## src/rtl/sprite_probe_pkg.sv

```systemverilog
// sprite_probe_pkg: screen geometry, colour constants and the draw/probe state encoding.
package sprite_probe_pkg;
  localparam int SCREEN_W   = 128;
  localparam int SCREEN_H   = 120;
  localparam int ADDR_W     = 14;
  localparam int SPRITE_DIM = 4;
  localparam int COLOUR_W   = 3;
  localparam logic [COLOUR_W-1:0] BG_COLOUR = 3'b000;
  typedef enum logic [1:0] {IDLE, ISSUE, DRAIN, DONE} state_t;
endpackage

```

## src/rtl/sprite_probe_if.sv

```systemverilog
// sprite_probe_if: framebuffer read port; master issues reads, slave returns data a cycle later.
interface sprite_probe_if;
  import sprite_probe_pkg::*;
  logic                rd_en;
  logic [ADDR_W-1:0]   rd_addr;
  logic [COLOUR_W-1:0] rd_data;
  modport master (output rd_en, rd_addr, input rd_data);
  modport slave (input rd_en, rd_addr, output rd_data);
endinterface

```

## src/rtl/probe_addr_gen.sv

```systemverilog
// probe_addr_gen: walks the 16 tile offsets, bounds-checks each pixel and issues framebuffer reads.
module probe_addr_gen
  import sprite_probe_pkg::*;
(
  input  logic              clk,
  input  logic              resetn,
  input  logic              load,
  input  logic [6:0]        x_in,
  input  logic [6:0]        y_in,
  output logic              rd_en,
  output logic [ADDR_W-1:0] rd_addr,
  output logic              offscreen,
  output logic              last
);
  logic [6:0] x_q, y_q;
  logic [3:0] off, off_n;
  logic [7:0] px, py;
  logic active, in_bounds;
  logic [ADDR_W-1:0] addr_n;
  // The first slot is computed straight from the inputs so it is on the bus the cycle after load.
  always_comb begin
    off_n = load ? 4'd0 : off + 4'd1;
    px = {1'b0, load ? x_in : x_q} + {6'b0, off_n[1:0]};
    py = {1'b0, load ? y_in : y_q} + {6'b0, off_n[3:2]};
    in_bounds = 32'(px) < SCREEN_W && 32'(py) < SCREEN_H;
    addr_n = ADDR_W'(32'(py) * SCREEN_W + 32'(px));
  end
  assign last = active && off == 4'd15;
  always_ff @(posedge clk)
    if (!resetn) begin
      active <= 1'b0;
      off <= '0;
      x_q <= '0;
      y_q <= '0;
      rd_en <= 1'b0;
      offscreen <= 1'b0;
      rd_addr <= '0;
    end else if (load || (active && !last)) begin
      active <= 1'b1;
      off <= off_n;
      rd_en <= in_bounds;
      offscreen <= !in_bounds;
      if (in_bounds) rd_addr <= addr_n;
      if (load) begin
        x_q <= x_in;
        y_q <= y_in;
      end
    end else begin
      active <= 1'b0;
      rd_en <= 1'b0;
      offscreen <= 1'b0;
    end
endmodule

```

## src/rtl/sprite_probe.sv

```systemverilog
// sprite_probe: reads back a 4x4 framebuffer tile and counts non-background or off-screen pixels.
module sprite_probe
  import sprite_probe_pkg::*;
(
  input  logic           clk,
  input  logic           resetn,
  input  logic           start,
  input  logic [6:0]     x_in,
  input  logic [6:0]     y_in,
  sprite_probe_if.master fb,
  output logic           busy,
  output logic           done,
  output logic           hit,
  output logic [4:0]     hit_count
);
  state_t state, state_n;
  logic accept, last, offscreen, v_q, off_q, pix_hit;
  probe_addr_gen u_gen (
    .clk       (clk),
    .resetn    (resetn),
    .load      (accept),
    .x_in      (x_in),
    .y_in      (y_in),
    .rd_en     (fb.rd_en),
    .rd_addr   (fb.rd_addr),
    .offscreen (offscreen),
    .last      (last)
  );
  always_comb begin
    accept = state == IDLE && start;
    state_n = state == IDLE  ? (start ? ISSUE : IDLE) :
              state == ISSUE ? (last ? DRAIN : ISSUE) :
              state == DRAIN ? DONE : IDLE;
    pix_hit = v_q && (off_q || fb.rd_data != BG_COLOUR);
  end
  // v_q/off_q delay each slot by one cycle so it lines up with its returned pixel.
  always_ff @(posedge clk)
    if (!resetn) begin
      state <= IDLE;
      busy <= 1'b0;
      done <= 1'b0;
      hit <= 1'b0;
      hit_count <= '0;
      v_q <= 1'b0;
      off_q <= 1'b0;
    end else begin
      state <= state_n;
      busy <= state_n == ISSUE || state_n == DRAIN;
      done <= state_n == DONE;
      v_q <= fb.rd_en || offscreen;
      off_q <= offscreen;
      if (accept) begin
        hit <= 1'b0;
        hit_count <= '0;
      end else if (pix_hit) begin
        hit <= 1'b1;
        hit_count <= hit_count + 5'd1;
      end
    end
endmodule

```

## src/flat_wrapper.sv

```systemverilog
// flat-port wrapper written by rule: the top's interface ports become plain ports
module sprite_probe_flat import sprite_probe_pkg::*;
  (clk, resetn, start, x_in, y_in, busy, done, hit, hit_count, fb_rd_en, fb_rd_addr, fb_rd_data);
  sprite_probe_if fb_i ();
  input  logic clk;
  input  logic resetn;
  input  logic start;
  input  logic [6:0] x_in;
  input  logic [6:0] y_in;
  output logic busy;
  output logic done;
  output logic hit;
  output logic [4:0] hit_count;
  output wire logic [$bits(fb_i.rd_en)-1:0] fb_rd_en;
  output wire logic [$bits(fb_i.rd_addr)-1:0] fb_rd_addr;
  input wire logic [$bits(fb_i.rd_data)-1:0] fb_rd_data;
  assign fb_rd_en = fb_i.rd_en;
  assign fb_rd_addr = fb_i.rd_addr;
  assign fb_i.rd_data = fb_rd_data;
  sprite_probe u_core (.clk(clk), .resetn(resetn), .start(start), .x_in(x_in), .y_in(y_in), .fb(fb_i), .busy(busy), .done(done), .hit(hit), .hit_count(hit_count));
endmodule
```

## config.mk

```make
export PLATFORM = sky130hd
export DESIGN_NAME = sprite_probe_flat
export DESIGN_NICKNAME = d
export VERILOG_FILES = /design/src/rtl/sprite_probe_pkg.sv /design/src/rtl/sprite_probe_if.sv /design/src/rtl/probe_addr_gen.sv /design/src/rtl/sprite_probe.sv /design/src/flat_wrapper.sv
export SDC_FILE = /design/constraint.sdc
export NUM_CORES = 1
export LEC_CHECK = 0
export ABC_AREA = 0
export CAP_MARGIN = 20
export CELL_PAD_IN_SITES_DETAIL_PLACEMENT = 1
export CELL_PAD_IN_SITES_GLOBAL_PLACEMENT = 1
export CORE_ASPECT_RATIO = 1.2
export CORE_UTILIZATION = 36
export DETAILED_ROUTE_END_ITERATION = 7
export GPL_TIMING_DRIVEN = 0
export HOLD_SLACK_MARGIN = 0.1
export PLACE_DENSITY = 0.85
export SYNTH_ARGS = -nofsm -noshare
export SYNTH_HDL_FRONTEND = slang
export SYNTH_SLANG_ARGS = --single-unit
```

## constraint.sdc

```tcl
create_clock -name clk -period 4.65 [get_ports clk]
set_input_delay 0.93 -clock clk [delete_from_list [all_inputs] [get_ports clk]]
set_output_delay 0.93 -clock clk [all_outputs]
set_load 0.1 [all_outputs]
```

## Word-level counts from Yosys, hierarchy flattened

Cells that the tools add are included.

| storage, ports and cells | value |
|---|---|
| bits of input ports | 20 |
| bits in registers | 47 |
| word-level logic and storage cells | 53 |
| output and inout port bits | 23 |

| cells by class | value |
|---|---|
| equality and inequality tests | 6 |
| order comparisons | 2 |
| reduce and logical (&&, ||, !) cells | 16 |
| add/subtract/negate cells | 5 |
| bitwise gates (word level) | 1 |
| muxes and demuxes | 9 |

Operators by type and width:

| cell | count |
|---|---|
| 7-bit by 2-bit adder with 8-bit output | 2 |
| 14-bit by 8-bit adder with 14-bit output | 1 |
| 7-bit two-way mux | 2 |
| 8-bit by 7-bit < comparator with 1-bit output, second input constant | 1 |
| 8-bit < comparator, second input constant | 1 |
| 2-bit two-way mux | 4 |
| 2-bit == test, second input constant | 3 |
| 5-bit by 1-bit adder with 5-bit output, second input constant | 1 |
| 1-bit logical AND | 5 |
| 4-bit by 1-bit adder with 4-bit output, second input constant | 1 |
| 2-bit by 1-bit == test with 1-bit output, second input constant | 2 |
| 4-bit == test, second input constant | 1 |
| 1-bit logical OR | 4 |
| 4-bit two-way mux | 1 |
| 2-bit AND reduction | 2 |
| 3-bit nonzero test | 1 |
| 1-bit logical NOT | 2 |
| 2-bit logical NOT | 1 |
| 1-bit two-way mux | 2 |
| 2-bit OR reduction | 1 |
| 1-bit NOT | 1 |

## Longest topological paths before layout

Gate-level depths: netlist of run 1.

| depth | value |
|---|---|
| depth after elaboration | 7 |
| gate-level depth with buffers | 17 |
| depth with buffers taken out | 14 |

## By module

A second synthesis of run 1 with hierarchy kept.

| unflattened totals | value |
|---|---|
| cells, all modules | 268 |
| area total of the unflattened synthesis | 2546.2 um^2 |

By module, submodules not included:

| module | sequential area each (um^2) | cells an instance | area an instance (um^2) | times used |
|---|---|---|---|---|
| probe_addr_gen | 700.7 | 221 | 2063.2 | 1 |
| sprite_probe | 240.2 | 47 | 483.0 | 1 |

## Worst setup path before layout of run 1

No wires, ideal clock.

| timing | value |
|---|---|
| kind | input-to-reg |
| start | in start |
| end | reg u_core.u_gen.rd_addr[10] |
| arrival time | 4.483 ns |
| slack | 0.039 ns |
| path buffers | 5 |
| cell stages on the path | 17 |
| cell sequence | nor3b_2 buf_2 buf_1 clkbuf_1 nand2_1 nand2_1 ha_1 inv_1 fa_1 clkbuf_1 nor3b_1 xor2_1 mux2i_1 o311ai_4 buf_6 mux2i_1 nor2_1 |

| on the way | value |
|---|---|
| longest elaborated chain between the ends | 6 |
| elaborated cells between the ends (all ways) | 12 |

RTL lines:

| element | line | source |
|---|---|---|
| start, declared | flat_wrapper.sv:7 | `input logic start;` |
| 1-bit logical AND * | sprite_probe.sv:30 | `accept = state == IDLE && start;` |
| 7-bit two-way mux or 4-bit two-way mux (tied branches) | - |  |
| 7-bit by 2-bit adder with 8-bit output (on tied branches) | probe_addr_gen.sv:23, probe_addr_gen.sv:24 |  |
| 8-bit < comparator or 8-bit by 7-bit < comparator with 1-bit output (tied branches) | probe_addr_gen.sv:25 | `in_bounds = 32'(px) < SCREEN_W && 32'(py) < SCREEN_H;` |
| 1-bit logical AND | probe_addr_gen.sv:25 |  |
| 2-bit AND reduction (no line) | - |  |
| end signal, assigned | probe_addr_gen.sv:43 | `if (in_bounds) rd_addr <= addr_n;` |
| end, declared | probe_addr_gen.sv:11 | `output logic [ADDR_W-1:0] rd_addr,` |

Mark *: on every way between the ends. The rest lies on a longest branch, timed or not.
A chain may end at the register's enable or synchronous reset.

## Final worst setup path of run 1

| timing | value |
|---|---|
| start | in start |
| end | reg u_core.u_gen.rd_addr[0] |

The elaborated chain is that of the path after synthesis.

==> results of run 1 <==
[flip-flops by register name, indices dropped and copies added (netlist names)]
signal and flops:
u_core.hit_count 5, u_core.busy 1, u_core.u_gen.active 1, u_core.u_gen.x_q 7, u_core.v_q 1, u_core.u_gen.rd_en 1
u_core.state 2, u_core.u_gen.off 4, u_core.u_gen.rd_addr 14, u_core.off_q 1, u_core.u_gen.y_q 7, u_core.done 1
u_core.u_gen.offscreen 1, u_core.hit 1
[final cells by class]
cell class,instances,area (µm²)
plain buffers,9,58.8
clock buffers,6,82.6
clock inverters,2,35.0
fillers,784,3310
inverters,10,37.5
multi-input cells,209,1440
flip-flops and latches,47,941
well taps,85,106
repair buffers,50,482
[worst register-to-register path: cells and delay by family (launching register included)]
family | cells | cell delay, ps
adders and majority gates | 2 | 610
and+or+nand+nor | 5 | 610
AOI/OAI and AO/OA | 1 | 420
DFF | 1 | 460
buffers and inverters | 6 | 1030
muxes | 2 | 330
xor gates and xnor gates | 1 | 220
[per-layer routing]
layer	wire (µm)	global-route usage [%]	vias to the layer above
met2	3530	35.9	44
met4	244	12.1	0
met3	164	2.79	23
met1	2700	19.8	1031
li1	-	-	1049
met5	0	0	-
[placed cells by master, fill, tap and decap left out, types with 3 or more instances in the layout]
master           count
nand4_1              3
nand2b_1             3
ha_1                 8
nor3b_2              3
mux2i_1             22
nand4b_1             3
nand2_1             27
clkbuf_8             6
o31ai_1              4
xor2_1              14
inv_1                9
clkdlybuf4s50_1     41
nor3_1               4
a21oi_1             14
buf_6                3
nor2_1              47
and2_1               7
dfxtp_1             47
buf_4                8
nand3_1              5
a31oi_1              3
nand3b_1             3
xnor2_1             11
[logic make-up (layout without fill, tap and decap cells)]
group | after synthesis | in the layout | share of synthesized area (%)
flip-flops | 47 | 47 | 38.6
multiplexers | 24 | 24 | 9.91
XOR/XNOR | 25 | 25 | 8.98
adder cells (fa/ha/maj) | 10 | 10 | 5.75
AND/OR/NAND/NOR | 118 | 118 | 23.7
AO/OA/AOI/OAI | 32 | 32 | 9.55
buffers and inverters | 20 | 77 | 3.54
[stage by stage]
stage	setup slack (ps)	setup TNS (ps)	hold slack, ps
4_1_cts	72.7	0	468
5_1_grt	0.200	0	491
2_1_floorplan	39.3	0	432
3_5_place_dp	-1450	-20360	447
6_report	211	0	467
3_3_place_gp	-1300	-18230	449
[final timing paths]
path | cells past startpoint | end | startpoint
max reg2reg | 17 | u_core.u_gen.rd_addr[0]$_SDFFE_PN0P_ | u_core.state[0]$_SDFF_PN0_
min reg2reg | 1 | u_core.off_q$_SDFF_PN0_ | u_core.u_gen.offscreen$_SDFF_PN0_
min | 1 | u_core.off_q$_SDFF_PN0_ | u_core.u_gen.offscreen$_SDFF_PN0_
max | 18 | u_core.u_gen.rd_addr[0]$_SDFFE_PN0P_ | start
[what timing repair did]
item | CTS | global route
resized for setup | 8 | 7
gates cloned | 0 | 1
setup endpoints to repair | 16 | 14
endpoints found under the hold margin | 0 | 0
pin swaps | 1 | 3
setup buffers | 2 | 6
[report_power, final]
group	total [mW]	switching, mW	leakage (nW)	internal [mW]
combinational	0.303	0.199	0.832	0.104
clock	0.321	0.146	0.0612	0.174
sequential	0.444	0.0169	0.385	0.427
==> flow_summary_export.csv, run 1 <==
group,metric,value,unit
sta,tightest_slew,981,ps
drt,drtAntennaViolNets,0,
logic_synthesis,synth-seq-cells,47,
floorplanning,dieArea,7100,µm²
floorplanning,start_util,37.6,%
placement,hpwl,4660,µm
finish,nets,362,
setup_path,worst_setup_path_start_kind,"input port",
setup_path,path_buf_inv,7,
drt,drtIter0Drc,56,
setup_path,worst_path_dominant_cell_family,"buffers and inverters",
logic_synthesis,ys.flop_type,"dfxtp_1",
pwr,powerDensity,336,nW/µm²
setup_path,crit_arrival,4640,ps
setup_path,cp_slowest_cell,"clkdlybuf4s50_1",
setup_path,crit_type,"in -> reg",
drt,wl_per_cell,15.9,µm
logic_synthesis,synthTopCellsByCount,"dfxtp_1, nor2_1, nand2_1, mux2i_1",
flow_run,max_cap_viol_count,0,
setup_path,critPathMaxStageDelay,490,ps
setup_path,crit_chain,"clkdlybuf4s50_1, nor3b_4, buf_6, clkbuf_4, nand2_1, nand2_1, ha_1, inv_1, fa_2, clkbuf_4, nor3b_2, xor2_1, mux2i_2, o311ai_4, buf_4, buf_4, mux2i_1, nor2_1",
grt,grt-ovfl-total,0,
sta,fmax,0.225,GHz
floorplanning,core.rowCount,32,
grt,grt_pass1_wl,10600,µm
cts,path_clk_slew,90,ps
logic_synthesis,synth_cells,276,
logic_synthesis,syn_nets,306,
floorplanning,core_area,6490,µm²
finish,syn_to_final_growth,30.5,%
sta,rsz0062_at_grt,"false",
sta,fin_crit,4440,ps
sta,max-slew-margin-rel,34.4,%
finish,antenna-diode-count,0,
sta,drv_slew,0,
drt,vias,2147,
placement,dpl.cell_count,402,
setup_path,path_max_fanout,10,
setup_path,crit_required,4850,ps
floorplanning,io-pin-count,43,
grt,grt_start_max_net_pins,20,
drt,drt-total-wl,6650,µm
logic_synthesis,yosysWarnings,0,
logic_synthesis,syn_area_per_cell,8.83,µm²
floorplanning,die-width,77.1,µm
logic_synthesis,synth.top_cell.area_share,38.6,%
sta,period_share,95.5,%
cts,cts_root_buf,"clkbuf_8",
cts,cts_tree,"built",
sta,clock_skew,7.18,ps
placement,placed_area,2950,µm²
logic_synthesis,syn_area,2440,µm²
pwr,worst_ir_drop_vdd,0.155,mV
run_status,status,"finished clean",
cts,numCtsBuffers,5,
pwr,p_leak,1.28,nW
grt,track_usage,19.2,%
logic_synthesis,async_reset_ff_share,0,%
grt,grt_pass1_vias,2297,
setup_path,r2r_slack,870,ps
logic_synthesis,synth_edf_count,0,
drt,dr.pass1.iters,4,
finish,instances_no_fill,418,
cts,clk_latency,310,ps
pwr,power,1.07,mW
grt,antenna_found_initial,0,
placement,portBuffers,41,
cts,cts_sinks,47,
logic_synthesis,synth_area_leaders,"dfxtp_1, mux2i_1, nor2_1",
logic_synthesis,seq_area_frac_synth,38.6,%
sta,finalSetupViolCount,0,
cts,cts_buffer_depth,2,
logic_synthesis,yosysUniqueCellTypes,44,
drt,drc,0,
cts,cts-htree-levels,2,
placement,place.gp.congestion,0.794,
finish,drive_above_1_share,10.5,%
min_path,hold_class,"reg -> reg",
finish,fin_util,49.0,%
logic_synthesis,synth_top_area_cell,"dfxtp_1",
finish,fin_area,3180,µm²
setup_path,end_kind,"flip-flop",
floorplanning,fp.dieH,92.1,µm
sta,timing.final.hold_violations,0,
cts,holdBufCountCts,0,
drt,via_per_inst,5.14,
(Power assumes the default switching activity.)
==> run 2: changes to the inputs <==
Settings changed: CORE_UTILIZATION 36 to 37, PLACE_DENSITY 0.85 to 0.86, SYNTH_HIERARCHICAL set to 1.
==> run 2 against run 1 <==
Effect of this change: wire length is 6.0% lower; power decreased by 11%; synthesized cell count fell by 2.9%; non-clock buffer count is 2 lower; critical path type unchanged; largest cell class unchanged; sequential cell count unchanged; clock skew increased by 6.9 ps; register-to-register slack better by 90 ps; die area grew 1.6%.
==> flow_summary_export.csv, run 2 <==
group,metric,value,unit
setup_path,end_kind,"flip-flop",
floorplanning,io-pin-count,43,
floorplanning,dieArea,7220,µm²
cts,cts_buffer_depth,2,
logic_synthesis,synth.top_cell.area_share,37.0,%
run_status,status,"finished clean",
placement,portBuffers,42,
logic_synthesis,async_reset_ff_share,0,%
cts,holdBufCountCts,0,
cts,cts-htree-levels,2,
drt,via_per_inst,5.30,
sta,fin_crit,4430,ps
drt,drtIter0Drc,66,
placement,place.gp.congestion,0.778,
finish,final_cell_mix,"dfxtp_1, clkdlybuf4s50_1, nor2_1",
pwr,p_leak,1.18,nW
sta,setup_ws,221,ps
setup_path,ff2ff_path_depth,17,
grt,grt_start_max_net_pins,20,
logic_synthesis,yosysUniqueCellTypes,59,
min_path,hold_class,"reg -> reg",
finish,regMostFlops,"u_core/u_gen/rd_addr",
cts,cts_tree,"built",
sta,holdWs,457,ps
floorplanning,fp.dieH,92.9,µm
sta,clock_skew,14.1,ps
floorplanning,core.rowCount,32,
finish,syn_to_final_growth,26.5,%
setup_path,crit_required,4880,ps
drt,vias,2151,
logic_synthesis,ys.flop_type,"dfxtp_1",
logic_synthesis,syn_nets,298,
min_path,hold_end,"u_core/hit$_SDFFE_PP0P_",
finish,reg_top3,"u_core/u_gen/rd_addr: 14 flops, u_core/u_gen/x_q: 7 flops, u_core/u_gen/y_q: 7 flops",
min_path,worstHoldPathCells,2,
logic_synthesis,synth-seq-cells,47,
sta,fmax,0.226,GHz
sta,max-slew-margin-rel,34.1,%
setup_path,worst_setup_path_start_kind,"input port",
logic_synthesis,synth_area_leaders,"dfxtp_1, mux2i_1, ha_1",
cts,cts_sinks,47,
logic_synthesis,synth_edf_count,0,
floorplanning,die-width,77.7,µm
finish,antenna-diode-count,0,
sta,timing.final.hold_violations,0,
setup_path,path_max_fanout,19,
setup_path,crit_arrival,4660,ps
setup_path,startpoint,"start",
setup_path,r2r_start,"u_core/state[0]$_SDFF_PN0_",
setup_path,crit_chain,"clkdlybuf4s50_1, nor3b_4, buf_12, buf_4, mux2i_4, inv_1, ha_1, a21oi_1, nor3_2, and3b_2, ha_1, ha_1, nor2b_1, nand4_1, mux2_2, nand2_1, xnor2_1, a211oi_2",
grt,grt_pass1_vias,2283,
logic_synthesis,seq_area_frac_synth,37.0,%
sta,period_share,95.3,%
grt,antenna_found_initial,0,
pwr,power,0.952,mW
grt,grt-ovfl-total,0,
setup_path,r2r_end,"u_core/u_gen/rd_addr[11]$_SDFFE_PN0P_",
grt,grt_pass1_wl,10600,µm
sta,finalSetupViolCount,0,
pwr,worst_ir_drop_vdd,0.159,mV
floorplanning,start_util,39.0,%
finish,fin_area,3220,µm²
logic_synthesis,syn_area,2550,µm²
cts,clk_latency,320,ps
drt,dr.pass1.iters,4,
logic_synthesis,yosysWarnings,6,
finish,nets,350,
finish,fin_util,49.3,%
finish,final_common_cell,"dfxtp_1",
placement,hpwl,4890,µm
setup_path,critPathMaxStageDelay,500,ps
floorplanning,core_area,6530,µm²
placement,placed_area,3070,µm²
setup_path,crit_type,"in -> reg",
cts,path_clk_slew,90,ps
setup_path,cpMostUsedCell,"ha_1",
cts,cts_root_buf,"clkbuf_8",
logic_synthesis,syn_area_per_cell,9.50,µm²
setup_path,cp_slowest_cell,"clkdlybuf4s50_1",
logic_synthesis,synth.most_common_cell,"dfxtp_1",
drt,drc,0,
flow_run,max_cap_viol_count,0,
sta,tightest_slew,986,ps
sta,drv_slew,0,
finish,instances_no_fill,406,
drt,wl_per_cell,15.4,µm
setup_path,r2r_slack,960,ps
logic_synthesis,synth_top_area_cell,"dfxtp_1",
cts,numCtsBuffers,5,
drt,drt-total-wl,6250,µm
drt,drtAntennaViolNets,0,
min_path,min_from,"u_core/hit$_SDFFE_PP0P_",
grt,track_usage,19.0,%
finish,drive_above_1_share,15.6,%
placement,dpl.cell_count,395,
placement,dp_slack,-1300,ps
sta,setup-tns-final,0,ps
logic_synthesis,synthTopCellsByCount,"dfxtp_1, nor2_1, a21oi_1, nand3_1, o21ai_0",
pwr,powerDensity,296,nW/µm²
finish,largest_reg_flops,14,
logic_synthesis,synth_cells,268,
## run 2: where the power goes
| part | internal (mW) | total, mW | switching, mW | leakage (nW) |
|---|---|---|---|---|
| Sequential | 0.425 | 0.440 | 0.0152 | 0.385 |
| Clock | 0.105 | 0.246 | 0.140 | 0.0412 |
| Combinational | 0.0904 | 0.266 | 0.176 | 0.759 |
| Total | 0.621 | 0.952 | 0.332 | 1.18 |
## run 2: worst max-delay path: cells and delay by family
family / cells / cell delay, ps
simple gates: 6 / 1070
buf+inv: 4 / 960
fa+ha+maj: 3 / 670
mux: 2 / 600
compound gates: 2 / 310
xor+xnor: 1 / 100
## run 2: worst max path at each step
| stage | end | slack [ps] | depth (start not counted) |
|---|---|---|---|
| 6_report | u_core/u_gen/rd_addr[11]$_SDFFE_PN0P_ | 220 | 18 |
| 5_1_grt | u_core/u_gen/rd_addr[11]$_SDFFE_PN0P_ | -30 | 18 |
| 4_1_cts | u_core/u_gen/rd_addr[11]$_SDFFE_PN0P_ | 50 | 18 |
| 3_5_place_dp | u_core/u_gen/rd_addr[11]$_SDFFE_PN0P_ | -1300 | 19 |
| 3_3_place_gp | u_core/u_gen/rd_addr[11]$_SDFFE_PN0P_ | -1060 | 19 |
| 2_1_floorplan | u_core/u_gen/rd_addr[11]$_SDFFE_PN0P_ | 120 | 18 |
## run 2: cell families (layout without fill, tap and decap cells)
logic type	Yosys count	count (layout)	synth area share [%]
multiplexers	19	19	8.01
adder cells (fa/ha/maj)	10	10	5.21
flip-flops	47	47	37.0
AND/OR/NAND/NOR	93	93	20.8
buffers and inverters	19	72	4.32
AO/OA/AOI/OAI	63	63	18.2
XOR/XNOR	17	17	6.44
## run 2: metal layers
metal / share of wire, % / wire [µm] / GRT usage (%) / vias up
li1: - / - / - / 1052
met1: 42 / 2610 / 20.5 / 1048
met2: 53 / 3320 / 36.2 / 43
met3: 3.4 / 210 / 3.45 / 8
met4: 1.6 / 103 / 7.08 / 0
met5: 0 / 0 / 0 / -
## run 2: what timing repair did
action                                  in CTS  in global routing
endpoints found under the setup margin      16                  1
endpoints found under the hold margin        0                  0
pin swaps                                    0                  1
resized for setup                            8                  1
buffers inserted                             1                  3
## run 2: final cells by class
type	instances	area [µm²]
Clock buffer	6	72.6
Tap cell	85	106
Inverter	7	26.3
Sequential cell	47	941
Clock inverter	2	12.5
Fill cell	766	3310
Timing Repair Buffer	46	450
Buffer	11	91.3
Multi-Input combinational cell	202	1520
==> run 3: changes to the inputs <==
Settings changed: CORE_MARGIN set to 2, SLEW_MARGIN set to 10.
==> run 3 against run 2 <==
Effect of this change: setup slack got worse by 4.0 ps; clock power increased by 18%; critical path depth unchanged; sequential cell count unchanged; maximum frequency about the same; largest power group unchanged.
==> flow_summary_export.csv, run 3 (synthesis results as in run 2) <==
group,metric,value,unit
sta,fmax,0.226,GHz
finish,reg_top3,"u_core/u_gen/rd_addr: 14 flops, u_core/u_gen/x_q: 7 flops, u_core/u_gen/y_q: 7 flops",
floorplanning,die-width,79.7,µm
cts,clk_latency,300,ps
sta,tightest_slew,984,ps
drt,drc,0,
placement,dp_slack,-1200,ps
setup_path,path_buf_inv,4,
grt,antenna_found_initial,0,
setup_path,end_kind,"flip-flop",
grt,track_usage,18.7,%
finish,largest_reg_flops,14,
drt,vias,2149,
drt,via_per_inst,5.31,
pwr,sw_frac_of_total,32.6,%
setup_path,r2r_slack,960,ps
drt,drtAntennaViolNets,0,
finish,fillers,792,
cts,numCtsBuffers,5,
drt,wl_per_cell,16.1,µm
pwr,powerDensity,309,nW/µm²
placement,dpl.cell_count,397,
grt,grt_start_max_net_pins,20,
placement,place.gp.congestion,0.760,
run_status,status,"finished clean",
grt,grt-ovfl-total,0,
cts,cts-htree-levels,2,
setup_path,path_max_fanout,19,
placement,portBuffers,42,
sta,fin_crit,4430,ps
pwr,worst_ir_drop_vdd,0.148,mV
finish,regMostFlops,"u_core/u_gen/rd_addr",
floorplanning,fp.dieH,94.9,µm
setup_path,crit_arrival,4660,ps
sta,setup-tns-final,0,ps
finish,antenna-diode-count,0,
cts,cts_sinks,47,
sta,holdWs,461,ps
cts,cts_root_buf,"clkbuf_8",
finish,nets,348,
finish,drive_above_1_share,15.4,%
setup_path,worst_setup_path_start_kind,"input port",
setup_path,cpMostUsedCell,"ha_1",
setup_path,crit_required,4880,ps
sta,max-slew-margin-rel,34.2,%
pwr,sequentialPowerShare,44.1,%
floorplanning,core.rowCount,33,
finish,instances_no_fill,405,
drt,drt-total-wl,6530,µm
pwr,p_clk_share,29.2,%
floorplanning,dieArea,7560,µm²
setup_path,cp_slowest_cell,"clkdlybuf4s50_1",
floorplanning,core_area,6730,µm²
pwr,p_sw,0.326,mW
grt,grt_pass1_vias,2278,
grt,grt_pass1_wl,11000,µm
setup_path,critPathMaxStageDelay,490,ps
sta,clock_skew,8.89,ps
finish,final_cell_mix,"dfxtp_1, clkdlybuf4s50_1, nor2_1",
drt,drtIter0Drc,46,
sta,finalSetupViolCount,0,
drt,dr.pass1.iters,4,
pwr,p_leak,1.18,nW
pwr,p_comb_share,26.7,%
cts,cts_buffer_depth,2,
floorplanning,io-pin-count,43,
cts,path_clk_slew,90,ps
sta,drv_slew,0,
finish,syn_to_final_growth,26.9,%
floorplanning,start_util,37.8,%
setup_path,crit_type,"in -> reg",
cts,cts_tree,"built",
placement,hpwl,4930,µm
sta,timing.final.hold_violations,0,
min_path,hold_class,"reg -> reg",
flow_run,max_cap_viol_count,0,
pwr,power,0.998,mW
finish,final_common_cell,"dfxtp_1",
sta,period_share,95.3,%
sta,setup_ws,217,ps
setup_path,crit_chain,"clkdlybuf4s50_1, nor3b_4, buf_12, buf_4, mux2i_4, inv_1, ha_1, a21oi_1, nor3_2, and3b_2, ha_1, ha_2, nor2b_2, nand4_1, mux2_2, nand2_1, xnor2_1, a211oi_2",
pwr,p_int,0.672,mW
setup_path,worst_path_dominant_cell_family,"simple AND/OR/NAND/NOR gates",
==> run 3: cell count changes in the layout (fill, tap and decap cells not counted), sizes merged <==
cell and delta:
buf -2, bufinv +1, clkinv -1, clkinvlp -1
==> run 3: routing by layer <==
| layer | share of wire [%] | track usage, % | vias to the layer above |
|---|---|---|---|
| met2 | 53 | 36.0 | 47 |
| met5 | 0 | 0 | - |
| met4 | 1.7 | 5.89 | 0 |
| met1 | 42 | 20.2 | 1046 |
| li1 | - | - | 1048 |
| met3 | 4.0 | 3.73 | 8 |
==> run 3: worst paths after layout <==
path / start / endpoint / cells after the start
setup reg to reg: u_core/state[0]$_SDFF_PN0_ / u_core/u_gen/rd_addr[11]$_SDFFE_PN0P_ / 17
setup / recovery: start / u_core/u_gen/rd_addr[11]$_SDFFE_PN0P_ / 18
hold reg to reg: u_core/hit$_SDFFE_PP0P_ / u_core/hit$_SDFFE_PP0P_ / 2
hold / removal: u_core/hit$_SDFFE_PP0P_ / u_core/hit$_SDFFE_PP0P_ / 2
==> run 3: power groups by stage <==
| stage | registers (mW) | logic (mW) | clock network (mW) |
|---|---|---|---|
| 2_1_floorplan | 0.536 | 0.101 | 0 |
| 3_3_place_gp | 0.448 | 0.257 | 0 |
| 3_5_place_dp | 0.449 | 0.262 | 0 |
| 4_1_cts | 0.441 | 0.267 | 0.302 |
| 5_1_grt | 0.443 | 0.282 | 0.317 |
| 6_report | 0.440 | 0.266 | 0.291 |
==> run 3: cell type report <==
cell class                 count  area (µm²)  area share (%)
timing repair buffer          44         435            13.5
buffer                        11        91.3            2.83
clock inverter                 1        30.0           0.930
inverter                       7        26.3           0.813
sequential                    47         941            29.1
multi-input combinational    202        1530            47.2
clock buffer                   6        72.6            2.25
tap                           87         109            3.37
==> run 3: stage by stage <==
stage	instance area (µm²)	util, %
6_report	3230	48.0
5_1_grt	3230	48.0
3_5_place_dp	3080	45.7
4_1_cts	3210	47.7
3_3_place_gp	3080	45.7
2_1_floorplan	2550	-
==> run 3: repair_timing <==
action                                  in CTS  in global routing
endpoints found under the setup margin      14                  1
hold buffers                                 0                  0
pin swaps                                    0                  1
setup buffers                                1                  1
gates resized for setup                      8                  3
==> run 3: tightest hold or removal path, cell delays in order (launching register included) <==
cell     delay [ps]
dfxtp_1         320
inv_1            50
a21oi_1          50
